## src/rtl/viterbi_pkg.sv

```systemverilog
// Convolutional code definitions shared by the encoder framer and the Viterbi decoder.
// The generators here must match the decoder's branch-metric tables.
package viterbi_pkg;

  localparam int K = 4;
  localparam logic [K-1:0] G0_DEF = 4'b1101;
  localparam logic [K-1:0] G1_DEF = 4'b1111;

  typedef enum logic [1:0] {
    IDLE = 2'd0,
    DATA = 2'd1,
    TAIL = 2'd2,
    GAP  = 2'd3
  } enc_state_t;

  // vec = {u, s[2], s[1], s[0]}; returns the coded pair {c0, c1}.
  function automatic logic [1:0] enc_symbol(input logic [K-1:0] vec,
                                            input logic [K-1:0] g0,
                                            input logic [K-1:0] g1);
    return {^(vec & g0), ^(vec & g1)};
  endfunction

endpackage

```

## src/rtl/conv_enc_core.sv

```systemverilog
// Rate-1/2 encoder kernel: combinational symbol from {u, s} plus the state register.
// clr forces s to zero for the current symbol, so a frame's first bit sees a clean trellis.
module conv_enc_core
  import viterbi_pkg::*;
#(
  parameter logic [K-1:0] G0 = G0_DEF,
  parameter logic [K-1:0] G1 = G1_DEF
) (
  input  logic       clk,
  input  logic       rst,
  input  logic       clr,
  input  logic       adv,
  input  logic       u,
  output logic [1:0] c
);

  logic [K-2:0] s_q;
  logic [K-2:0] s_d;
  logic [K-2:0] s_cur;

  always_comb begin
    s_cur = clr ? '0 : s_q;
    c     = enc_symbol({u, s_cur}, G0, G1);
    s_d   = adv ? {u, s_cur[K-2:1]} : s_cur;
  end

  always_ff @(posedge clk or negedge rst) begin
    if (!rst) s_q <= '0;
    else      s_q <= s_d;
  end

endmodule

```

## src/rtl/conv_enc_framer.sv

```systemverilog
// Frame-based convolutional encoder feeding the Viterbi decoder: bytes in over valid/ready,
// one coded symbol per cycle out, 3-bit zero tail per frame, then an enable-low gap.
module conv_enc_framer
  import viterbi_pkg::*;
#(
  parameter int          FRAME_BYTES = 16,
  parameter int          GAP_CYCLES  = 2,
  parameter logic [3:0]  G0          = G0_DEF,
  parameter logic [3:0]  G1          = G1_DEF
) (
  input  logic       clk,
  input  logic       rst,
  input  logic       in_valid,
  input  logic [7:0] in_data,
  output logic       in_ready,
  output logic       enc_enable,
  output logic [1:0] enc_d,
  output logic       frame_start,
  output logic       frame_done,
  output logic       underrun,
  input  logic       clr_underrun
);

  localparam int BC_W = $clog2(FRAME_BYTES + 1);
  localparam int GC_W = $clog2(GAP_CYCLES + 1);

  enc_state_t       state_q, state_d;
  logic [7:0]       hold_q, hold_d;
  logic             hold_full_q, hold_full_d;
  logic [7:0]       shreg_q, shreg_d;
  logic [2:0]       bit_cnt_q, bit_cnt_d;
  logic [BC_W-1:0]  byte_cnt_q, byte_cnt_d;
  logic [1:0]       tail_cnt_q, tail_cnt_d;
  logic [GC_W-1:0]  gap_cnt_q, gap_cnt_d;
  logic             enc_en_q, enc_en_d;
  logic [1:0]       enc_d_q, enc_d_d;
  logic             start_q, start_d;
  logic             done_q, done_d;
  logic             underrun_q, underrun_d;

  logic             accept;
  logic             load;
  logic             emit;
  logic             underrun_set;
  logic             core_clr;
  logic             core_u;
  logic [1:0]       core_c;

  assign in_ready = !hold_full_q;
  assign accept   = in_valid && !hold_full_q;

  conv_enc_core #(
    .G0 (G0),
    .G1 (G1)
  ) u_core (
    .clk (clk),
    .rst (rst),
    .clr (core_clr),
    .adv (emit),
    .u   (core_u),
    .c   (core_c)
  );

  always_comb begin
    state_d      = state_q;
    hold_d       = hold_q;
    hold_full_d  = hold_full_q;
    shreg_d      = shreg_q;
    bit_cnt_d    = bit_cnt_q;
    byte_cnt_d   = byte_cnt_q;
    tail_cnt_d   = tail_cnt_q;
    gap_cnt_d    = gap_cnt_q;
    start_d      = 1'b0;
    done_d       = 1'b0;
    underrun_set = 1'b0;
    load         = 1'b0;
    emit         = 1'b0;
    core_clr     = 1'b0;
    core_u       = 1'b0;

    // Accept and consume are mutually exclusive: consume needs hold_full, accept needs it clear.
    if (accept) begin
      hold_d      = in_data;
      hold_full_d = 1'b1;
    end

    case (state_q)
      IDLE: begin
        if (hold_full_q) begin
          load       = 1'b1;
          emit       = 1'b1;
          core_clr   = 1'b1;
          start_d    = 1'b1;
          byte_cnt_d = BC_W'(1);
          state_d    = DATA;
        end
      end
      DATA: begin
        // bit_cnt is the index of the bit already sent; at 7 this edge picks the next source.
        if (bit_cnt_q != 3'd7) begin
          emit      = 1'b1;
          core_u    = shreg_q[7];
          shreg_d   = {shreg_q[6:0], 1'b0};
          bit_cnt_d = bit_cnt_q + 3'd1;
        end else if (byte_cnt_q == BC_W'(FRAME_BYTES)) begin
          emit       = 1'b1;
          tail_cnt_d = 2'd1;
          state_d    = TAIL;
        end else if (hold_full_q) begin
          load       = 1'b1;
          emit       = 1'b1;
          byte_cnt_d = byte_cnt_q + BC_W'(1);
        end else begin
          underrun_set = 1'b1;
          gap_cnt_d    = '0;
          state_d      = GAP;
        end
      end
      TAIL: begin
        emit       = 1'b1;
        tail_cnt_d = tail_cnt_q + 2'd1;
        if (tail_cnt_q == 2'd2) begin
          done_d    = 1'b1;
          gap_cnt_d = '0;
          state_d   = GAP;
        end
      end
      GAP: begin
        gap_cnt_d = gap_cnt_q + GC_W'(1);
        if (gap_cnt_q == GC_W'(GAP_CYCLES - 1)) state_d = IDLE;
      end
      default: state_d = IDLE;
    endcase

    // The first bit of a freshly loaded byte goes out on the load edge itself.
    if (load) begin
      hold_full_d = 1'b0;
      shreg_d     = {hold_q[6:0], 1'b0};
      bit_cnt_d   = 3'd0;
      core_u      = hold_q[7];
    end

    underrun_d = underrun_set | (underrun_q & ~clr_underrun);
  end

  always_comb begin
    enc_en_d = emit;
    enc_d_d  = emit ? core_c : 2'b00;
  end

  always_ff @(posedge clk or negedge rst) begin
    if (!rst) begin
      state_q     <= IDLE;
      hold_full_q <= 1'b0;
      bit_cnt_q   <= '0;
      byte_cnt_q  <= '0;
      tail_cnt_q  <= '0;
      gap_cnt_q   <= '0;
      enc_en_q    <= 1'b0;
      enc_d_q     <= 2'b00;
      start_q     <= 1'b0;
      done_q      <= 1'b0;
      underrun_q  <= 1'b0;
    end else begin
      state_q     <= state_d;
      hold_full_q <= hold_full_d;
      bit_cnt_q   <= bit_cnt_d;
      byte_cnt_q  <= byte_cnt_d;
      tail_cnt_q  <= tail_cnt_d;
      gap_cnt_q   <= gap_cnt_d;
      enc_en_q    <= enc_en_d;
      enc_d_q     <= enc_d_d;
      start_q     <= start_d;
      done_q      <= done_d;
      underrun_q  <= underrun_d;
    end
  end

  // Byte registers are qualified by hold_full / state and need no reset.
  always_ff @(posedge clk) begin
    hold_q  <= hold_d;
    shreg_q <= shreg_d;
  end

  assign enc_enable  = enc_en_q;
  assign enc_d       = enc_d_q;
  assign frame_start = start_q;
  assign frame_done  = done_q;
  assign underrun    = underrun_q;

endmodule

```

## config.mk

```make
export PLATFORM = sky130hd
export DESIGN_NAME = conv_enc_framer
export DESIGN_NICKNAME = d
export VERILOG_FILES = /design/src/rtl/viterbi_pkg.sv /design/src/rtl/conv_enc_core.sv /design/src/rtl/conv_enc_framer.sv
export SDC_FILE = /design/constraint.sdc
export NUM_CORES = 1
export LEC_CHECK = 0
export ABC_AREA = 1
export CORE_MARGIN = 2
export CORE_UTILIZATION = 35
export CTS_BUF_LIST = sky130_fd_sc_hd__clkbuf_2 sky130_fd_sc_hd__clkbuf_4 sky130_fd_sc_hd__clkbuf_8
export CTS_CLUSTER_DIAMETER = 150
export DETAILED_ROUTE_END_ITERATION = 8
export PLACE_DENSITY = 0.64
export SKIP_CTS_REPAIR_TIMING = 1
export SYNTH_ARGS = -nofsm -noshare
export SYNTH_HDL_FRONTEND = slang
export SYNTH_SLANG_ARGS = --single-unit
```

## constraint.sdc

```tcl
create_clock -name clk -period 2.5 [get_ports clk]
set_input_delay 0.625 -clock clk [delete_from_list [all_inputs] [get_ports clk]]
set_output_delay 0.625 -clock clk [all_outputs]
set_load 0.01 [all_outputs]
```

==> results of run 1 <==
## flip-flops by register name, indices dropped and copies added, names as in the netlist
name / count
hold_full_q: 1
enc_d: 2
frame_start: 1
tail_cnt_q: 2
shreg_q: 7
hold_q: 8
underrun: 1
state_q: 2
bit_cnt_q: 3
byte_cnt_q: 5
u_core.s_q: 3
gap_cnt_q: 2
frame_done: 1
enc_enable: 1
## power by group
group,switching [uW],internal [uW]
combinational,667,405
sequential,108,918
clock,212,206
total,987,1530
## per-stage QoR
| step | utilization (%) | hold slack, ps | setup slack, ps | area (um2) |
|---|---|---|---|---|
| finish | 43.81 | 482.5 | 300.5 | 2266 |
| global route | 43.81 | 509.7 | 124.2 | 2266 |
| CTS | 43.81 | 491.5 | 292.6 | 2266 |
| detailed placement | 42.09 | 479.0 | 308.1 | 2177 |
| global placement | 42.09 | 472.7 | 406.2 | 2177 |
| floorplan | - | 329.4 | 704.5 | 1909 |
## area by class of cell
cell class	instances	area share, %
tap	70	3.865
sequential	39	46.38
clock inverter	2	0.5522
inverter	28	4.638
multi-input combinational	121	32.58
timing repair buffer	20	8.614
clock buffer	6	3.368
## cell usage after synthesis
master,n
nand3_2,5
nand3_1,8
xor2_1,3
o21ai_2,1
nor2_1,14
inv_1,24
nand4_1,3
o31ai_1,1
edfxtp_1,15
nor4_4,1
ha_1,11
o211ai_1,1
o21a_1,1
nor2_2,2
nand3b_1,1
nand2_1,39
o21ai_0,8
nand2_4,5
inv_2,4
o22ai_1,4
a21oi_1,9
o21ai_1,1
mux2i_1,1
nand2_2,2
buf_4,2
dfrtp_1,24
## routing by layer
layer / up-vias / GRT usage, % / share of wire [%]
met1: 553 / 16.33 / 52
met5: - / 0 / 0
met2: 19 / 17.07 / 43
li1: 673 / - / -
met4: 0 / 4.821 / 2.1
met3: 5 / 2.791 / 2.8
## worst paths after layout
| path | end | startpoint |
|---|---|---|
| max | shreg_q[3]$_DFFE_PP_ | state_q[1]$_DFFE_PN0P_ |
| min | gap_cnt_q[0]$_DFFE_PN0P_ | gap_cnt_q[0]$_DFFE_PN0P_ |
| max reg2reg | shreg_q[3]$_DFFE_PP_ | state_q[1]$_DFFE_PN0P_ |
| min reg2reg | gap_cnt_q[0]$_DFFE_PN0P_ | gap_cnt_q[0]$_DFFE_PN0P_ |
| max in group asynchronous | enc_d[1]$_DFF_PN0_ | rst |
| min in group asynchronous | hold_full_q$_DFFE_PN0P_ | rst |
## worst max-delay path, delay by kind of cell, from the launching register on
kind                     cells  cell delay (ps)
AND/OR/NAND/NOR              4              680
buffers and inverters        3              370
flip-flops                   1              420
adder cells (fa/ha/maj)      1              410
## kinds of logic (layout without fill, tap and decap cells)
family,Yosys count,in the layout
simple gates,80,80
flops,39,39
buf+inv,30,56
compound gates,26,26
fa+ha+maj,11,11
xor+xnor,3,3
mux,1,1
==> results.py, run 1 <==
metrics = {
    "run_status": {
        "status": "finished clean",
    },
    "critical_path": {
        "r2r_cells": 8,
        "crit_path_max_incr_delay_ps": 420,
        "path_cells": "inv_1 > ha_1 > nand2_2 > inv_2 > nand3_2 > nand2_4 > inv_1 > nand2_1",
        "cp_slowest_cell": "dfrtp_1",
        "arrival_ps": 2170,
        "crit_type": "reg2reg",
        "required_ps": 2470,
        "crit_fanout": 13,
        "worstSetupEndpointType": "flip-flop",
        "r2r_slack_ps": 300,
        "critPathLaunchType": "flip-flop",
        "crit_top_cell": "inv_1",
    },
    "layout": {
        "nFillCells": 507,
        "layout_commonest_cell": "nand2_1",
        "final_nets": 238,
        "regArea_um2": 1051,
        "syn_to_final_growth_pct": 18.68,
        "post_route_cells_drive_above_1_share_pct": 13.89,
        "multiInputGateArea_um2": 738.2,
        "layout_common_cells": "nand2_1 (39), inv_1 (24), dfrtp_1 (24), clkdlybuf4s50_1 (18), edfxtp_1 (15)",
        "final_cells": 286,
        "antenna_cells": 0,
    },
    "floorplanning": {
        "start_util_pct": 36.91,
        "die_h_um": 77.86,
        "die-area_um2": 6062,
        "coreArea_um2": 5172,
        "row_count": 26,
        "io-pin-count": 19,
        "fp.dieW_um": 77.86,
    },
    "yosys": {
        "synth_compound_area_share_pct": 7.667,
        "ys_ff_latch": 39,
        "synth_top_family_by_area": "simple AND/OR/NAND/NOR gates",
        "synth-seq-area-share_pct": 55.05,
        "yosysWarnings": 0,
        "synth_area_um2": 1909,
        "synthSimpleGateAreaFrac_pct": 21.89,
        "synth_top_area_share_pct": 31.45,
        "avgSynthCellArea_um2": 10.05,
        "synth.distinct_cells": 26,
        "yosys.area_share.adder_pct": 7.208,
        "synthMuxAreaShare_pct": 0.5242,
        "synthCells": 190,
        "synth-xor-area-share_pct": 1.376,
        "yosys.area.top_type": "dfrtp_1",
        "yosys-top-cells-area": "dfrtp_1 (31%), edfxtp_1 (24%), nand2_1 (7.7%)",
        "synth.net_count": 213,
    },
    "power": {
        "p_leak_uw": 0.001063,
        "ir_worst_vdd_mv": 0.4269,
        "total_power_uw": 2515,
        "p_per_area_nw_per_um2": 1110,
    },
    "min_path": {
        "hold_class": "reg2reg",
        "holdPathStages": 1,
    },
    "grt": {
        "grt_pass1_wl_um": 5533,
        "grt_overflow": 0,
        "grt_pass1_vias": 1217,
        "antenna_found_initial": 0,
        "grt_max_degree": 25,
        "track_usage_pct": 11.61,
    },
    "sta": {
        "slew_headroom_pct": 68.87,
        "setup_viol": 0,
        "slew_violations": 0,
        "tns_ps": 0,
        "period_share_pct": 87.98,
        "fmax_mhz": 454.6,
        "final_hold_viol_count": 0,
        "period_minus_slack_ps": 2200,
        "rsz0062_at_grt": "false",
        "fin_skew_ps": 2.134,
        "worst_pin_slew_ps": 462.0,
    },
    "place": {
        "hpwl_um": 2340,
        "port_buffers": 18,
        "dp.cells": 278,
        "gp_congestion": 0.7485,
    },
    "routing": {
        "dr.pass1.iters": 4,
        "drc_errors": 0,
        "via_per_inst": 4.371,
        "post_drt_wl_per_cell_um": 10.88,
        "vias": 1250,
        "wl_um": 3111,
        "initialDrtViolationCount": 65,
        "ant_nets": 0,
    },
    "clock_tree": {
        "cts.sinks": 39,
        "cts-root-buf": "clkbuf_8",
        "clk_path_buf_depth": 2,
        "clk_latency_ps": 280,
        "cts_tree": "done",
        "tritoncts.num_buffers": 5,
        "h-tree-depth": 2,
        "cts.reportedPaths.clkPinSlew_ps": 70,
    },
    "flow_run": {
        "maxCapViolCount": 0,
    },
}
Power figures use the tool's default switching activity.
==> run 2, diff against run 1 <==
ABC_CLOCK_PERIOD_IN_PS = 2500   (was unset)
GPL_TIMING_DRIVEN = 0   (was unset)
==> run 2 against run 1 <==
Net effect:
- clock power is 4% higher
- highest routed layer unchanged
- critical endpoint is now in_ready
- maximum frequency is 3.5% higher
- die area is the same
- critical path depth fell by 6
- clock-buffer cell count shrank 1
- global-route usage is 0.20 points lower
- clock skew rose by 6.1 ps
- flip-flop and latch count stayed put
- worst hold slack better by 11 ps
- core utilization rose by 0.073 points
==> results.py, run 2 (synthesized netlist as in run 1, its figures left out) <==
metrics = {
    "run_status": {
        "status": "finished clean",
    },
    "min_path": {
        "holdPathStages": 1,
        "min_delay_worst_endpoint": "tail_cnt_q[0]$_DFFE_PN0P_",
        "hold_class": "reg2reg",
        "min_from": "tail_cnt_q[0]$_DFFE_PN0P_",
    },
    "power": {
        "sequentialPowerShare_pct": 40.3,
        "switching_share_pct": 39.54,
        "p_leak_uw": 0.001059,
        "p_int_uw": 1532,
        "comb_power_share_pct": 42.5,
        "p_per_area_nw_per_um2": 1116,
        "clkPwrFrac_pct": 17.2,
        "ir_worst_vdd_mv": 0.4169,
        "p_sw_uw": 1002,
    },
    "sta": {
        "fin_skew_ps": 8.243,
        "hold_ws_ps": 494.0,
        "tns_ps": 0,
        "rsz0062_at_grt": "false",
        "slew_headroom_pct": 30.68,
        "worst_pin_slew_ps": 1037,
        "period_minus_slack_ps": 2125,
        "setup_viol": 0,
        "final_hold_viol_count": 0,
        "slew_violations": 0,
        "period_share_pct": 85.01,
        "fmax_mhz": 470.5,
        "setup_slack_ps": 374.7,
    },
    "layout": {
        "multiInputGateArea_um2": 738.2,
        "layout_common_cells": "nand2_1 (39), inv_1 (24), dfrtp_1 (24), clkdlybuf4s50_1 (18), edfxtp_1 (15)",
        "regArea_um2": 1051,
        "syn_to_final_growth_pct": 18.87,
        "regMostFlops": "hold_q",
        "post_route_cells_drive_above_1_share_pct": 13.89,
        "largest_register_ffs": 8,
        "nFillCells": 499,
        "reg.largest.list": "hold_q: 8 flops, shreg_q: 7 flops, byte_cnt_q: 5 flops",
        "final_nets": 238,
        "layout_commonest_cell": "nand2_1",
        "antenna_cells": 0,
    },
    "clock_tree": {
        "tritoncts.num_buffers": 5,
        "cts.reportedPaths.clkPinSlew_ps": 90,
        "cts.sinks": 39,
        "clk_path_buf_depth": 2,
        "clk_latency_ps": 300,
        "h-tree-depth": 2,
        "cts-root-buf": "clkbuf_8",
        "cts_tree": "done",
    },
    "routing": {
        "dr.pass1.iters": 4,
        "drc_errors": 0,
        "vias": 1304,
        "wl_um": 3107,
        "ant_nets": 0,
        "via_per_inst": 4.559,
        "post_drt_wl_per_cell_um": 10.86,
        "initialDrtViolationCount": 42,
    },
    "critical_path": {
        "critPathLaunchType": "flip-flop",
        "r2r_slack_ps": 490,
        "rr_startpoint": "state_q[1]$_DFFE_PN0P_",
        "required_ps": 1880,
        "worstReg2RegEnd": "shreg_q[2]$_DFFE_PP_",
        "crit_fanout": 6,
        "arrival_ps": 1500,
        "r2r_cells": 9,
        "worstSetupEndpointType": "output port",
        "crit_type": "reg2out",
    },
    "flow_run": {
        "maxCapViolCount": 0,
    },
    "floorplanning": {
        "fp.dieW_um": 77.86,
        "die-area_um2": 6062,
        "coreArea_um2": 5172,
        "start_util_pct": 36.91,
        "die_h_um": 77.86,
        "io-pin-count": 19,
        "row_count": 26,
    },
    "grt": {
        "grtUsageMet2_pct": 17.41,
        "grt_overflow": 0,
        "antenna_found_initial": 0,
        "grt_pass1_vias": 1212,
        "busiest_layer": "met2",
        "grt_pass1_wl_um": 5416,
        "track_usage_pct": 11.41,
        "grt_max_degree": 25,
        "use_met1_pct": 14.52,
        "met3_usage_pct": 3.488,
    },
    "place": {
        "gp_congestion": 0.7766,
        "hpwl_um": 2275,
        "pre_cts_ws_ps": 470.0,
        "port_buffers": 18,
    },
}
## run 2: cell types whose count changed in the layout (fill, tap and decap cells not counted), sizes merged
cell and change:
clkbuf -1, clkinv -1, clkinvlp +1, inv +1
## run 2: metal layers
metal	wire length [um]	share of wire (%)
met5	0	0
met4	66	2.1
met1	1458	47
met2	1460	47
met3	121	3.9
## run 2: layout make-up
type / instances / area share [%]
Tap cell: 70 / 3.859
Clock buffer: 5 / 3.032
Inverter: 28 / 4.631
Timing Repair Buffer: 18 / 7.938
Sequential cell: 39 / 46.31
Clock inverter: 3 / 1.047
Multi-Input combinational cell: 121 / 32.52
Buffer: 2 / 0.6615
## run 2: worst max-delay path by stage
stage	startpoint	endpoint	slack, ps	depth (start not counted)
finish	hold_full_q$_DFFE_PN0P_	in_ready	370	2
global route	hold_full_q$_DFFE_PN0P_	in_ready	290	2
CTS	hold_full_q$_DFFE_PN0P_	in_ready	370	2
detailed placement	in_valid	hold_q[2]$_DFFE_PP_	470	3
global placement	in_valid	hold_q[2]$_DFFE_PP_	490	3
floorplan	state_q[1]$_DFFE_PN0P_	shreg_q[1]$_SDFFCE_PP0P_	700	9
## run 2: through the flow
stage	total power, uW	util (%)	cells	area [um2]
4_1_cts	2569	43.88	286	2270
3_3_place_gp	2089	42.09	278	2177
5_1_grt	2767	43.88	286	2270
2_1_floorplan	1835	-	190	1909
3_5_place_dp	2120	42.09	278	2177
6_report	2534	43.88	286	2270
## run 2: worst max-delay path: stages (launching register included)
cell,delay [ps]
dfrtp_1,490
inv_1,160
clkdlybuf4s50_1,560
## run 2: power by group through the flow
stage | registers [uW] | logic [uW] | clock network (uW)
2_1_floorplan | 1030 | 810 | 0
3_3_place_gp | 1030 | 1060 | 0
3_5_place_dp | 1030 | 1090 | 0
4_1_cts | 1020 | 1090 | 454
5_1_grt | 1040 | 1240 | 481
6_report | 1020 | 1080 | 436
==> run 3, diff against run 2 <==
ABC_CLOCK_PERIOD_IN_PS = unset   (was 2500)
GPL_TIMING_DRIVEN = 1   (was 0)
==> results of run 3 <==
The final DEF is identical to that of run 1; final timing and power are the same.
